==> src/rtl/pipe_result_sink_sv.sv <==
// Result sink for the pipelined adder: FWFT FIFO with early stall, overflow flag and beat counter.
// Stall is decoded from registered occupancy only, so SKID slots absorb beats still in flight.
module pipe_result_sink_sv #(
   parameter int DW    = 32,
   parameter int DEPTH = 8,
   parameter int SKID  = 2
) (
   input  logic                     clk,
   input  logic                     resetn,
   input  logic                     flush,
   input  logic                     in_vld,
   input  logic [DW-1:0]            in_data,
   output logic                     stall,
   output logic                     out_vld,
   output logic [DW-1:0]            out_data,
   input  logic                     out_rdy,
   output logic [$clog2(DEPTH):0]   count,
   output logic                     ovf,
   output logic [15:0]              total
);

   localparam int AW = $clog2(DEPTH);
   localparam int CW = AW + 1;

   logic [DW-1:0] mem [DEPTH];
   logic [AW-1:0] wr_ptr;
   logic [AW-1:0] rd_ptr;
   logic          rd;
   logic          wr;
   logic          drop;

   assign out_vld  = (count != '0);
   assign out_data = mem[rd_ptr];
   assign rd       = out_vld & out_rdy;
   // a read in the same cycle frees the slot, so a full FIFO still accepts
   assign wr       = in_vld & ((count < CW'(DEPTH)) | rd);
   assign drop     = in_vld & ~wr;
   assign stall    = (count >= CW'(DEPTH - SKID));

   always_ff @(posedge clk or negedge resetn) begin
      if (!resetn) begin
         wr_ptr <= '0;
         rd_ptr <= '0;
         count  <= '0;
         ovf    <= 1'b0;
         total  <= '0;
      end else if (flush) begin
         wr_ptr <= '0;
         rd_ptr <= '0;
         count  <= '0;
         ovf    <= 1'b0;
      end else begin
         if (wr) begin
            wr_ptr <= wr_ptr + 1'b1;
            total  <= total + 16'd1;
         end
         if (rd) begin
            rd_ptr <= rd_ptr + 1'b1;
         end
         if (drop) begin
            ovf <= 1'b1;
         end
         count <= count + CW'(wr) - CW'(rd);
      end
   end

   // storage carries no reset; contents behind rd_ptr are never presented
   always_ff @(posedge clk) begin
      if (wr && !flush) begin
         mem[wr_ptr] <= in_data;
      end
   end

endmodule
==> config.mk <==
export PLATFORM = sky130hd
export DESIGN_NAME = pipe_result_sink_sv
export DESIGN_NICKNAME = d
export VERILOG_FILES = /design/src/rtl/pipe_result_sink_sv.sv
export SDC_FILE = /design/constraint.sdc
export NUM_CORES = 1
export LEC_CHECK = 0
export ABC_AREA = 1
export BUFFER_PORTS_ARGS = -buffer_cell sky130_fd_sc_hd__buf_2
export CORE_MARGIN = 10
export CORE_UTILIZATION = 64
export DETAILED_ROUTE_END_ITERATION = 10
export PLACE_DENSITY = 0.84
export SETUP_SLACK_MARGIN = 0.4
export SYNTH_ARGS = -nofsm -noshare
export SYNTH_HDL_FRONTEND = slang
export SYNTH_SLANG_ARGS = --single-unit
==> constraint.sdc <==
create_clock -name clk -period 8.9 [get_ports clk]
set_input_delay 1.78 -clock clk [delete_from_list [all_inputs] [get_ports clk]]
set_output_delay 1.78 -clock clk [all_outputs]
set_load 0.02 [all_outputs]
# Word level (Yosys, flattened, before mapping)
# Memories as Yosys holds them, arrays and structs flattened.
# Cells that the tools add are included.
# op_classes
bitwise_logic	6
n_div	0
shift	0
mux	9
reduce_logical	7
n_eq_ne	0
addsub	5
multipliers	0
magnitude_cmp	2
# ops
cell	n
$add 16x1->16 const B	1
$mux 3	4
$add 3x1->3 const B	2
$reduce_bool 2->1	3
$add 4x1->4	1
$ge 4x3->1 const B	1
$lt 4x4->1 const B	1
$mux 1	4
$mux 4	1
$reduce_bool 4->1	1
$sub 4x1->4	1
$and 1x1->1	3
$not 1->1	2
$reduce_and 2->1	1
$logic_and 1x1->1	1
$logic_not 1->1	1
$or 1x1->1	1
# totals
ramBits	256
rom_bits	0
memories	1
output_inout_bits	55
latch_bits	0
regBits	27
# mem_list
memory	depth	width	read_ports	rd_clocked_by_memory_dff	write_ports	line_no	text
mem	8	32	1	0	1	25	logic [DW-1:0] mem [DEPTH];

# Depth between registers and ports, before layout
# Gate-level depths: netlist of the first run.
# logic_depth
ltp_word	8
mapped_depth	15
mapped_depth_nobuf	15

# Least setup slack after synthesis of the first run
# Ideal clock, no wire load.
# synth_path
kind	input to register
from	input out_rdy
to	memory mem[4][0], enable pin
stages	5
setup_slack_ns	4.020
required_ns	8.439
arrival_ns	4.419
n_path_buf	1
cell_sequence	nand2_4 > nand2_2 > nand3_2 > buf_4 > nor3_1
# synth_between
elab_chain_cells	6
# synth_rtl
element	line_no	text
start: declaration	16	input logic out_rdy,
$and 1x1->1	34	assign rd = out_vld & out_rdy;
$or 1x1->1	36	assign wr = in_vld & ((count < CW'(DEPTH)) | rd);
$and 1x1->1	36	
$logic_and 1x1->1	69	if (wr && !flush) begin
$mux 1	69	
$mux 1 (implied by the code)	70	mem[wr_ptr] <= in_data;
end: declaration	25	
# No other way between the ends.

# Worst setup path after layout of the first run
# layout_path
from	register rd_ptr[0]
to	output out_data[4]
# layout_between
elab_chain_cells	1
# layout_rtl
element	line_no	text
start: declaration	27	logic [AW-1:0] rd_ptr;
start signal: assignment	58	rd_ptr <= rd_ptr + 1'b1;
$mem_v2 8x32	--	
end: declaration	15	output logic [DW-1:0] out_data,
# No other way between the ends.

==> impl_metrics.csv, run 1 <==
group,metric,value,unit
run_status,outcome,"finished, final reports clean",
cts,cts.hold.buffers_added,0,
power_and_ir_drop,share_comb_of_total_power,0.266,
setup_path,timing.critical_path.required,7.12,ns
min_path,worstHoldPathType,"register to register",
routing,drt_wl_total,25.9,mm
yosys,dominant_combinational_cell_family_by_area_after_synthesis,"simple AND/OR/NAND/NOR gates",
yosys,yosys_warnings,0,
sta,final_max_slew_viol_count,0,
setup_path,critPathMaxStageDelay,0.87,ns
floorplan,core_region_area,0.0179,mm²
yosys,share_of_synthesized_area_occupied_by_flip_flops_and_latches,0.722,
place,port_buffers,91,
power_and_ir_drop,power_per_cell_area,275,mW/mm²
layout,final_cells,1295,
routing,wl_per_cell,20.0,µm
routing,drt_pre_antenna_iters,5,
yosys,postSynthNetCount,1010,
cts,clock_sink_count,283,
yosys,synth.mux.area_fraction,0,
routing,post-route-drc-count,0,
setup_path,critical_path_class,"register to primary output",
yosys,complex_gate_fraction_of_the_synthesized_area,0.0971,
sta,clock.fmax,0.204,GHz
sta,unrepaired_setup_endpoints_after_global_routing,"false",
sta,finalWorstPathRequiredPeriod,4.91,ns
cts,clock_latency,0.52,ns
cts,h_tree_depth_reported_by_cts,1,
yosys,synth.ff_latch_count,283,
sta,timing.setup.tns,0,ns
sta,clk_skew,0.0177,ns
power_and_ir_drop,p_seq_frac,0.442,
sta,period_share,0.552,
cts,clock_tree_buf_depth,3,
global_route,first_global_vias,7755,
yosys,adder_cell_area_share_of_the_yosys_netlist,0.0125,
layout,drive_above_1_share,0.152,
yosys,synth.top_cell.area_share,0.663,
setup_path,slowest_stage,"sky130_fd_sc_hd__buf_4",
cts,cts-root-buf,"sky130_fd_sc_hd__clkbuf_16",
global_route,grt_first_pass_wirelength,40.4,mm
yosys,syn_area_per_cell,12.0,µm²
run,maxCapViolations,0,
layout,fill_cells,1114,
cts,cts_repair_resizes,0,
sta,hold_viol,0,
cts,postCtsSetupBuffers,0,
place,place.detailed.hpwl,14.7,mm
place,weighted_congestion_reported_at_the_end_of_routability_driven_placement,0.833,
power_and_ir_drop,share_of_total_power_in_the_clock_network,0.292,
floorplan,die_area,0.0239,mm²
layout,numnets_final,1096,
power_and_ir_drop,internal_pwr_total,2380,µW
routing,routed_via_count_divided_by_cell_count,6.01,
yosys,mappedNetlistArea,0.0116,mm²
setup_path,reg2reg_setup_slack,5.57,ns
routing,drt_first_iter_violations,880,
sta,worst_slew_pin_slew,1.15,ns
floorplan,ioPinCount,92,
floorplan,initial_core_util,0.647,
setup_path,cp_max_fo,106,
power_and_ir_drop,static-leakage-power,0.00477,µW
cts,clk_pin_slew_worst_setup_hold_paths,0.06,ns
yosys,yosys.area_share.simple,0.125,
sta,max_slew_margin,0.227,
setup_path,start_kind,"register",
yosys,syn_inst,962,
yosys,yosys.area_share.xor_xnor,0.00378,
global_route,grt_start_max_net_pins,107,
yosys,netlist-cell-type-count,32,
place,place_ws,4.47,ns
yosys,synth_area_leader_cell,"sky130_fd_sc_hd__edfxtp_1",
sta,setup_slack,3.99,ns
power_and_ir_drop,power_switching_share,0.331,
global_route,track_usage,0.210,
yosys,post_synth_main_area_contributors,"sky130_fd_sc_hd__edfxtp_1 (66%), sky130_fd_sc_hd__dfrtp_1 (5.8%), sky130_fd_sc_hd__nand2_1 (5.7%)",
cts,cts_buffers,27,
routing,postRouteAntennaNets,0,
sta,finalSetupViolations,0,
layout,areaGrowthSynthToFinish,11.9,%
floorplan,die_x,155,µm
place,dp.cells,1248,
setup_path,worst_ep_arrival_time,3.13,ns
power_and_ir_drop,irDropWorstVdd,0.182,mV
global_route,overflow,0,
floorplan,die_y,155,µm
power_and_ir_drop,final_total_power,3560,µW
power_and_ir_drop,switchingPower,1180,µW
floorplan,num_rows,49,
setup_path,setup.worst_path.end_class,"primary output",
global_route,antenna_found_initial,1,
cts,cts_tree,"yes",
setup_path,cpMostUsedCell,"sky130_fd_sc_hd__nand2_1",
setup_path,timing.critical_path.cells,"inv_4 > buf_4 > o21ai_0 > o22ai_1 > nand2_1 > nand2_1 > buf_2",
routing,dr_total_vias,7783,
[worst max-delay path, delay by kind of cell (launching register included)]
kind	cells	cell delay [ns]
buffers and inverters	3	1.32
AND/OR/NAND/NOR	2	0.18
AO/OA/AOI/OAI	2	0.40
flip-flops	1	0.63
[power groups by stage]
stage,Clock [µW],Sequential (µW),Combinational (µW)
CTS,1050,1570,951
floorplan,0,1590,685
global route,1100,1580,1050
finish,1040,1570,948
global placement,0,1600,907
detailed placement,0,1600,938
[placed cells by master, fill, tap and decap left out, types with 18 or more instances in the layout]
cell type / netlist / routed
sky130_fd_sc_hd__edfxtp_1: 256 / 256
sky130_fd_sc_hd__nand2_1: 175 / 175
sky130_fd_sc_hd__nor2_1: 160 / 160
sky130_fd_sc_hd__buf_2: 6 / 91
sky130_fd_sc_hd__o21ai_0: 89 / 89
sky130_fd_sc_hd__o22ai_1: 64 / 64
sky130_fd_sc_hd__o21ai_1: 48 / 48
sky130_fd_sc_hd__inv_1: 31 / 30
sky130_fd_sc_hd__clkbuf_16: 0 / 27
sky130_fd_sc_hd__dfrtp_1: 27 / 25
sky130_fd_sc_hd__buf_4: 6 / 18
[cells in the mapped netlist]
library cell / number
sky130_fd_sc_hd__nand4_1: 4
sky130_fd_sc_hd__o21ai_0: 89
sky130_fd_sc_hd__a21oi_1: 3
sky130_fd_sc_hd__clkbuf_1: 23
sky130_fd_sc_hd__inv_2: 1
sky130_fd_sc_hd__a211oi_1: 1
sky130_fd_sc_hd__nor2_2: 1
sky130_fd_sc_hd__nor3_1: 9
sky130_fd_sc_hd__edfxtp_1: 256
sky130_fd_sc_hd__buf_6: 13
sky130_fd_sc_hd__buf_4: 6
sky130_fd_sc_hd__nand3_2: 1
sky130_fd_sc_hd__inv_4: 1
sky130_fd_sc_hd__a21oi_2: 1
sky130_fd_sc_hd__clkbuf_2: 3
sky130_fd_sc_hd__nand2_2: 3
sky130_fd_sc_hd__o21a_1: 1
sky130_fd_sc_hd__dfrtp_1: 27
sky130_fd_sc_hd__clkinv_1: 2
sky130_fd_sc_hd__nand3_1: 14
sky130_fd_sc_hd__nand3b_1: 1
sky130_fd_sc_hd__fa_1: 1
sky130_fd_sc_hd__nor2_1: 160
sky130_fd_sc_hd__o21ai_1: 48
sky130_fd_sc_hd__o22ai_1: 64
sky130_fd_sc_hd__buf_2: 6
sky130_fd_sc_hd__nand2_1: 175
sky130_fd_sc_hd__ha_1: 10
sky130_fd_sc_hd__xnor2_1: 5
sky130_fd_sc_hd__inv_1: 31
sky130_fd_sc_hd__nand2_4: 1
sky130_fd_sc_hd__buf_1: 1
[final timing paths]
kind	start	end	depth (start not counted)
worst min register to register	ovf$_DFFE_PN0P_	ovf$_DFFE_PN0P_	1
worst min-delay path	ovf$_DFFE_PN0P_	ovf$_DFFE_PN0P_	1
max in group asynchronous	resetn	rd_ptr[0]$_DFFE_PN0P_	1
min in group asynchronous	resetn	count[2]$_DFF_PN0_	1
worst max register to register	count[3]$_DFF_PN0_	mem[7][11]$_DFFE_PP_	8
worst max-delay path	rd_ptr[0]$_DFFE_PN0P_	out_data[4]	7
[cell families after synthesis]
group           after synthesis
buf+inv                      87
simple gates                369
fa+ha+maj                    11
flops                       283
xor+xnor                      5
compound gates              207
[state kept, by name, indices dropped and copies added, names as in the netlist]
name    cells
ovf         1
count       4
mem       256
rd_ptr      3
wr_ptr      3
total      16
[per-stage QoR]
stage / instance area (µm²) / hold WS [ns] / utilization
after floorplan: 11600 / 0.544 / -
after global placement: 12200 / 0.479 / 0.681
after detailed placement: 12200 / 0.482 / 0.681
after CTS: 13000 / 0.504 / 0.724
after global routing: 13000 / 0.533 / 0.724
final: 13000 / 0.502 / 0.724
[cell type report]
type / count / area (µm²) / share of cell area
well taps: 229 / 287 / 0.0221
diodes: 1 / 2.50 / 0.000193
repair buffers: 109 / 591 / 0.0455
clock inverters: 10 / 73.8 / 0.00569
clock buffers: 36 / 709 / 0.0547
inverters: 35 / 134 / 0.0103
flip-flops and latches: 283 / 8370 / 0.645
multi-input cells: 592 / 2810 / 0.216
[layer usage]
metal / vias to the layer above / part of all wire / track usage
li1: 3584 / - / -
met1: 3752 / 0.38 / 0.263
met2: 392 / 0.51 / 0.357
met3: 55 / 0.086 / 0.0380
met4: 0 / 0.024 / 0.0832
met5: - / 0 / 0
No activity file was read; power rests on OpenSTA's default activity.
==> run 2: changes to the inputs <==
--- a/config.mk
+++ b/config.mk
@@ -8,9 +8,9 @@
 export ABC_AREA = 1
 export BUFFER_PORTS_ARGS = -buffer_cell sky130_fd_sc_hd__buf_2
 export CORE_MARGIN = 10
-export CORE_UTILIZATION = 64
+export CORE_UTILIZATION = 60
 export DETAILED_ROUTE_END_ITERATION = 10
-export PLACE_DENSITY = 0.84
+export PLACE_DENSITY = 0.8
 export SETUP_SLACK_MARGIN = 0.4
 export SYNTH_ARGS = -nofsm -noshare
 export SYNTH_HDL_FRONTEND = slang
==> constraint.sdc (replaced) <==
create_clock -name clk -period 4.7 [get_ports clk]
set_input_delay 0.94 -clock clk [delete_from_list [all_inputs] [get_ports clk]]
set_output_delay 0.94 -clock clk [all_outputs]
set_load 0.02 [all_outputs]
==> run 2 against run 1 <==
Global-route usage fell by 1.6 points. Clock skew fell by 0.0083 ns. Via count fell by 1.5%. Wire length fell by 1.5%. Cell count rose by 2.8%. Register-to-register slack got worse by 3.6 ns. Combinational power rose by 89%. Clock power rose by 100%. Utilization fell by 2.7 points. Sequential power rose by 89%. Setup slack got worse by 3.1 ns. Critical endpoint is now out_data[11]. Largest cell class unchanged.
==> impl_metrics.csv, run 2 (synthesis results as in run 1) <==
group,metric,value,unit
layout,max_flop_register,"mem",
setup_path,worst_r2r_path_depth,8,
place,port_buffers,91,
routing,met2_layer_wire_length_in_the_routed_design,12.5,mm
sta,setup_slack,0.889,ns
setup_path,reg2reg_setup_slack,1.98,ns
setup_path,cp_max_fo,79,
cts,h_tree_depth_reported_by_cts,1,
cts,clock_latency,0.54,ns
routing,post-route-drc-count,0,
floorplan,core_region_area,0.0188,mm²
floorplan,num_rows,50,
sta,unrepaired_setup_endpoints_after_global_routing,"false",
sta,hold_ws,0.415,ns
min_path,worstHoldPathType,"input port to asynchronous set/reset pin",
floorplan,die_x,159,µm
cts,postCtsSetupBuffers,0,
global_route,track_usage,0.194,
routing,routed_via_count_divided_by_cell_count,5.76,
layout,layout_commonest_cell,"sky130_fd_sc_hd__edfxtp_1",
place,dp.cells,1281,
place,weighted_congestion_reported_at_the_end_of_routability_driven_placement,0.833,
run,maxCapViolations,0,
floorplan,die_y,159,µm
layout,numnets_final,1099,
layout,mostFrequentLayoutCells,"sky130_fd_sc_hd__edfxtp_1 (256), sky130_fd_sc_hd__nand2_1 (175), sky130_fd_sc_hd__nor2_1 (160)",
setup_path,setup.worst_path.end_class,"primary output",
floorplan,die_area,0.0253,mm²
layout,number_of_flip_flops_under_the_largest_register_name,256,
sta,max_slew_margin,0.485,
sta,period_share,0.811,
layout,drive_above_1_share,0.156,
setup_path,r2r-end,"mem[1][23]$_DFFE_PP_",
setup_path,worst_ep_arrival_time,2.87,ns
setup_path,reg2reg_from,"count[3]$_DFF_PN0_",
layout,biggestRegsByFlops,"mem x256, total x16, count x4",
routing,wl_per_cell,19.1,µm
global_route,first_global_vias,7858,
routing,postRouteAntennaNets,0,
routing,topRoutingLayerUsed,"met5",
routing,drt_pre_antenna_iters,5,
routing,wl_met1,10.4,mm
power_and_ir_drop,irDropWorstVdd,0.342,mV
sta,finalWorstPathRequiredPeriod,3.81,ns
sta,clk_skew,0.00934,ns
cts,clock_sink_count,283,
sta,hold_viol,0,
layout,final_cells,1331,
floorplan,ioPinCount,92,
cts,cts_repair_resizes,0,
power_and_ir_drop,static-leakage-power,0.00481,µW
layout,utilization,0.698,
cts,clk_pin_slew_worst_setup_hold_paths,0.07,ns
sta,final_max_slew_viol_count,0,
routing,met3RoutedLength,1.87,mm
cts,cts-root-buf,"sky130_fd_sc_hd__clkbuf_16",
global_route,antenna_found_initial,2,
sta,timing.setup.tns,0,ns
routing,dr_total_vias,7668,
layout,fill_cells,1223,
global_route,overflow,0,
layout,areaGrowthSynthToFinish,13.4,%
setup_path,critical_path_class,"register to primary output",
sta,worst_slew_pin_slew,0.773,ns
place,place_ws,1.49,ns
sta,clock.fmax,0.262,GHz
global_route,grt_start_max_net_pins,80,
place,place.detailed.hpwl,14.2,mm
cts,clock_tree_buf_depth,3,
cts,cts_buffers,28,
floorplan,initial_core_util,0.615,
sta,finalSetupViolations,0,
setup_path,timing.critical_path.required,3.76,ns
global_route,grt_first_pass_wirelength,40.2,mm
cts,cts.hold.buffers_added,0,
setup_path,start_kind,"register",
run_status,outcome,"finished, final reports clean",
routing,drt_wl_total,25.5,mm
cts,cts_tree,"yes",
power_and_ir_drop,power_per_cell_area,524,mW/mm²
routing,drt_first_iter_violations,800,
==> run 2: cell count changes in the layout (fill, tap and decap cells not counted), sizes merged <==
cell / before / now
bufinv: 1 / 2
clkinvlp: 0 / 2
clkbuf: 36 / 41
clkinv: 10 / 6
inv: 34 / 33
buf: 109 / 111
==> run 2: metrics by stage <==
step           instance area (µm²)  total power, µW
5_1_grt                      13100             7230
4_1_cts                      13100             6920
6_report                     13100             6890
3_3_place_gp                 12300             4750
3_5_place_dp                 12300             4800
2_1_floorplan                11600             4300
==> run 2: cell type report <==
cell class                      instances  area (µm²)  area share
Clock inverter                          8         104     0.00790
Sequential cell                       283        8370       0.637
Tap cell                              260         325      0.0248
Multi-Input combinational cell        592        2810       0.214
Clock buffer                           41         769      0.0586
Timing Repair Buffer                  111         631      0.0480
Inverter                               35         134      0.0102
Antenna cell                            1        2.50    0.000190
==> run 2: power breakdown <==
part	leakage, µW	internal (µW)	switching [µW]
logic	0.00173	555	1230
registers	0.00267	2860	112
clock network	0.000415	1240	891
==> run 2: worst max path at each step <==
| stage | slack, ns | end | start | cells after the start |
|---|---|---|---|---|
| after global placement | 1.57 | out_data[4] | rd_ptr[0]$_DFFE_PN0P_ | 6 |
| after global routing | 0.68 | out_data[29] | rd_ptr[0]$_DFFE_PN0P_ | 6 |
| after detailed placement | 1.49 | out_data[4] | rd_ptr[0]$_DFFE_PN0P_ | 6 |
| after CTS | 0.91 | out_data[0] | rd_ptr[0]$_DFFE_PN0P_ | 6 |
| after floorplan | 0.62 | mem[4][0]$_DFFE_PP_ | count[3]$_DFF_PN0_ | 8 |
| final | 0.89 | out_data[11] | rd_ptr[0]$_DFFE_PN0P_ | 6 |
==> run 2: critical path: stages (launching register included) <==
cell and delay [ns]:
sky130_fd_sc_hd__dfrtp_4 0.76, sky130_fd_sc_hd__buf_4 0.72, sky130_fd_sc_hd__o21ai_0 0.23, sky130_fd_sc_hd__o22ai_1 0.20
sky130_fd_sc_hd__nand2_1 0.07, sky130_fd_sc_hd__nand2_1 0.12, sky130_fd_sc_hd__buf_2 0.18
==> run 2: layer usage <==
metal,vias up,global-route usage
met5,-,0
met4,4,0.0771
met3,63,0.0359
met2,346,0.327
met1,3673,0.243
li1,3582,-
==> run 3: changes to the inputs <==
--- a/config.mk
+++ b/config.mk
@@ -8,9 +8,9 @@
 export ABC_AREA = 1
 export BUFFER_PORTS_ARGS = -buffer_cell sky130_fd_sc_hd__buf_2
 export CORE_MARGIN = 10
-export CORE_UTILIZATION = 60
+export CORE_UTILIZATION = 54
 export DETAILED_ROUTE_END_ITERATION = 10
-export PLACE_DENSITY = 0.8
+export PLACE_DENSITY = 0.76
 export SETUP_SLACK_MARGIN = 0.4
 export SYNTH_ARGS = -nofsm -noshare
 export SYNTH_HDL_FRONTEND = slang
==> constraint.sdc (replaced) <==
create_clock -name clk -period 3.1 [get_ports clk]
set_input_delay 0.62 -clock clk [delete_from_list [all_inputs] [get_ports clk]]
set_output_delay 0.62 -clock clk [all_outputs]
set_load 0.02 [all_outputs]
==> run 3 against run 2 <==
Combinational power grew 110%. Register-to-register slack worse by 1.3 ns. Non-clock buffer count up 26. Sequential power rose by 51%. Via count grew 4.8%. Sequential share of layout area is 3.7 points lower. Clock-buffer cell count shrank 10. Worst hold slack worse by 0.32 ns. Die area is 9.7% higher. First-iteration DRC count rose by 12%. Global-route usage is 0.86 points lower. Critical endpoint is now out_data[24]. Largest cell class unchanged. Largest power group unchanged.
==> impl_metrics.csv, run 3 (synthesis results as in run 1) <==
group,metric,value,unit
run_status,outcome,"finished, final reports clean",
global_route,track_usage,0.185,
global_route,m3_gr_usage,0.0374,
floorplan,die_area,0.0277,mm²
place,place_ws,0.648,ns
setup_path,worst_ep_arrival_time,2.09,ns
place,weighted_congestion_reported_at_the_end_of_routability_driven_placement,0.814,
global_route,met2_usage,0.310,
layout,fill_cells,1473,
cts,clock_latency,0.55,ns
routing,drt_pre_antenna_iters,5,
floorplan,die_y,166,µm
floorplan,core_region_area,0.0211,mm²
sta,max_slew_margin,0.578,
routing,post-route-drc-count,0,
sta,setup_slack,0.387,ns
layout,max_flop_register,"mem",
setup_path,cp_max_fo,8,
place,port_buffers,91,
floorplan,num_rows,53,
cts,h_tree_depth_reported_by_cts,1,
layout,number_of_flip_flops_under_the_largest_register_name,256,
global_route,gr-max-usage-layer,"met2",
cts,clk_pin_slew_worst_setup_hold_paths,0.07,ns
setup_path,worst_r2r_path_depth,8,
power_and_ir_drop,static-leakage-power,0.00518,µW
sta,worst_slew_pin_slew,0.633,ns
sta,clk_skew,0.0110,ns
routing,wl_per_cell,21.2,µm
run,maxCapViolations,0,
sta,clock.fmax,0.369,GHz
power_and_ir_drop,power_per_cell_area,804,mW/mm²
cts,clock_sink_count,283,
layout,mostFrequentLayoutCells,"sky130_fd_sc_hd__edfxtp_1 (256), sky130_fd_sc_hd__nand2_1 (167), sky130_fd_sc_hd__nor2_1 (157)",
floorplan,die_x,166,µm
cts,cts_buffers,27,
cts,clock_tree_buf_depth,3,
min_path,worstHoldPathType,"input port to asynchronous set/reset pin",
routing,postRouteAntennaNets,0,
floorplan,ioPinCount,92,
setup_path,start_kind,"register",
global_route,first_global_vias,7834,
layout,area_used_by_multi_input_combinational_logic,0.00291,mm²
layout,numnets_final,1125,
layout,layout_commonest_cell,"sky130_fd_sc_hd__edfxtp_1",
cts,cts_tree,"yes",
global_route,globalRouteMet1Util,0.232,
routing,routed_via_count_divided_by_cell_count,5.87,
global_route,antenna_found_initial,2,
layout,biggestRegsByFlops,"mem x256, total x16, count x4",
setup_path,r2r-end,"mem[4][28]$_DFFE_PP_",
power_and_ir_drop,final_total_power,11200,µW
setup_path,reg2reg_setup_slack,0.64,ns
layout,utilization,0.661,
global_route,overflow,0,
sta,period_share,0.875,
layout,areaGrowthSynthToFinish,20.3,%
floorplan,initial_core_util,0.550,
sta,final_max_slew_viol_count,0,
cts,cts-root-buf,"sky130_fd_sc_hd__clkbuf_16",
sta,finalWorstPathRequiredPeriod,2.71,ns
sta,hold_viol,0,
setup_path,setup.worst_path.end_class,"primary output",
layout,sequential_cell_area,0.00837,mm²
sta,finalSetupViolations,0,
routing,drt_first_iter_violations,892,
power_and_ir_drop,irDropWorstVdd,0.497,mV
setup_path,timing.critical_path.required,2.48,ns
place,place.detailed.hpwl,13.8,mm
sta,unrepaired_setup_endpoints_after_global_routing,"true",
routing,drt_wl_total,29.0,mm
setup_path,critical_path_class,"register to primary output",
global_route,grt_start_max_net_pins,43,
layout,drive_above_1_share,0.191,
global_route,grt_first_pass_wirelength,41.6,mm
routing,dr_total_vias,8036,
setup_path,reg2reg_from,"count[3]$_DFF_PN0_",
==> run 3: cell types whose count changed in the layout (fill, tap and decap cells not counted), moves of 9 or more <==
cell,delta
sky130_fd_sc_hd__buf_4,+10
sky130_fd_sc_hd__buf_12,+9
sky130_fd_sc_hd__o21ai_0,-11
sky130_fd_sc_hd__buf_6,+18
sky130_fd_sc_hd__buf_2,-29
==> run 3: final cells by class <==
| cell class | count | area share |
|---|---|---|
| Antenna cell | 1 | 0.000179 |
| Clock buffer | 31 | 0.0495 |
| Clock inverter | 14 | 0.00574 |
| Inverter | 35 | 0.0105 |
| Multi-Input combinational cell | 592 | 0.208 |
| Sequential cell | 283 | 0.600 |
| Tap cell | 275 | 0.0247 |
| Timing Repair Buffer | 137 | 0.100 |
| Timing Repair inverter | 1 | 0.000628 |
==> run 3: critical path: stages (launching register included) <==
cell and delay (ns):
sky130_fd_sc_hd__dfrtp_4 0.58, sky130_fd_sc_hd__inv_12 0.15, sky130_fd_sc_hd__buf_8 0.13, sky130_fd_sc_hd__buf_6 0.13
sky130_fd_sc_hd__nor2_1 0.06, sky130_fd_sc_hd__o22ai_1 0.15, sky130_fd_sc_hd__nand2_1 0.06, sky130_fd_sc_hd__nand2_1 0.11
sky130_fd_sc_hd__buf_2 0.17
==> run 3: how the worst max path moves through the flow <==
stage,start,to,cells past startpoint,slack [ns]
5_1_grt,rd_ptr[0]$_DFFE_PN0P_,out_data[13],8,0.34
3_5_place_dp,count[3]$_DFF_PN0_,mem[4][17]$_DFFE_PP_,8,0.65
3_3_place_gp,count[3]$_DFF_PN0_,count[2]$_DFF_PN0_,12,0.70
4_1_cts,rd_ptr[0]$_DFFE_PN0P_,out_data[14],7,0.40
6_report,rd_ptr[0]$_DFFE_PN0P_,out_data[24],8,0.39
2_1_floorplan,count[3]$_DFF_PN0_,mem[0][0]$_DFFE_PP_,8,-0.005
==> run 3: power by group <==
part           switching [µW]  internal [µW]
Sequential                148           4330
Combinational            2270           1530
Clock                    1340           1590
==> run 3: what timing repair did <==
item	CTS	global route
hold endpoints to repair	0	0
setup endpoints to repair	32	31
pin swaps	0	28
hold buffers	0	0
gates cloned	6	11
buffers inserted	8	2
resized for setup	29	67
==> run 3: layer usage <==
metal | part of all wire | wire (µm)
met1 | 0.38 | 11000
met2 | 0.49 | 14000
met3 | 0.11 | 3150
met4 | 0.025 | 717
met5 | 0.00093 | 27
==> run 3: through the flow <==
step / area, µm² / hold slack [ns] / setup TNS (ns) / std cells
2_1_floorplan: 11600 / 0.324 / -1.28 / 962
3_3_place_gp: 12400 / 0.476 / 0 / 1296
3_5_place_dp: 12400 / 0.483 / 0 / 1296
4_1_cts: 13500 / 0.109 / 0 / 1355
5_1_grt: 13900 / 0.125 / 0 / 1368
6_report: 13900 / 0.0950 / 0 / 1369
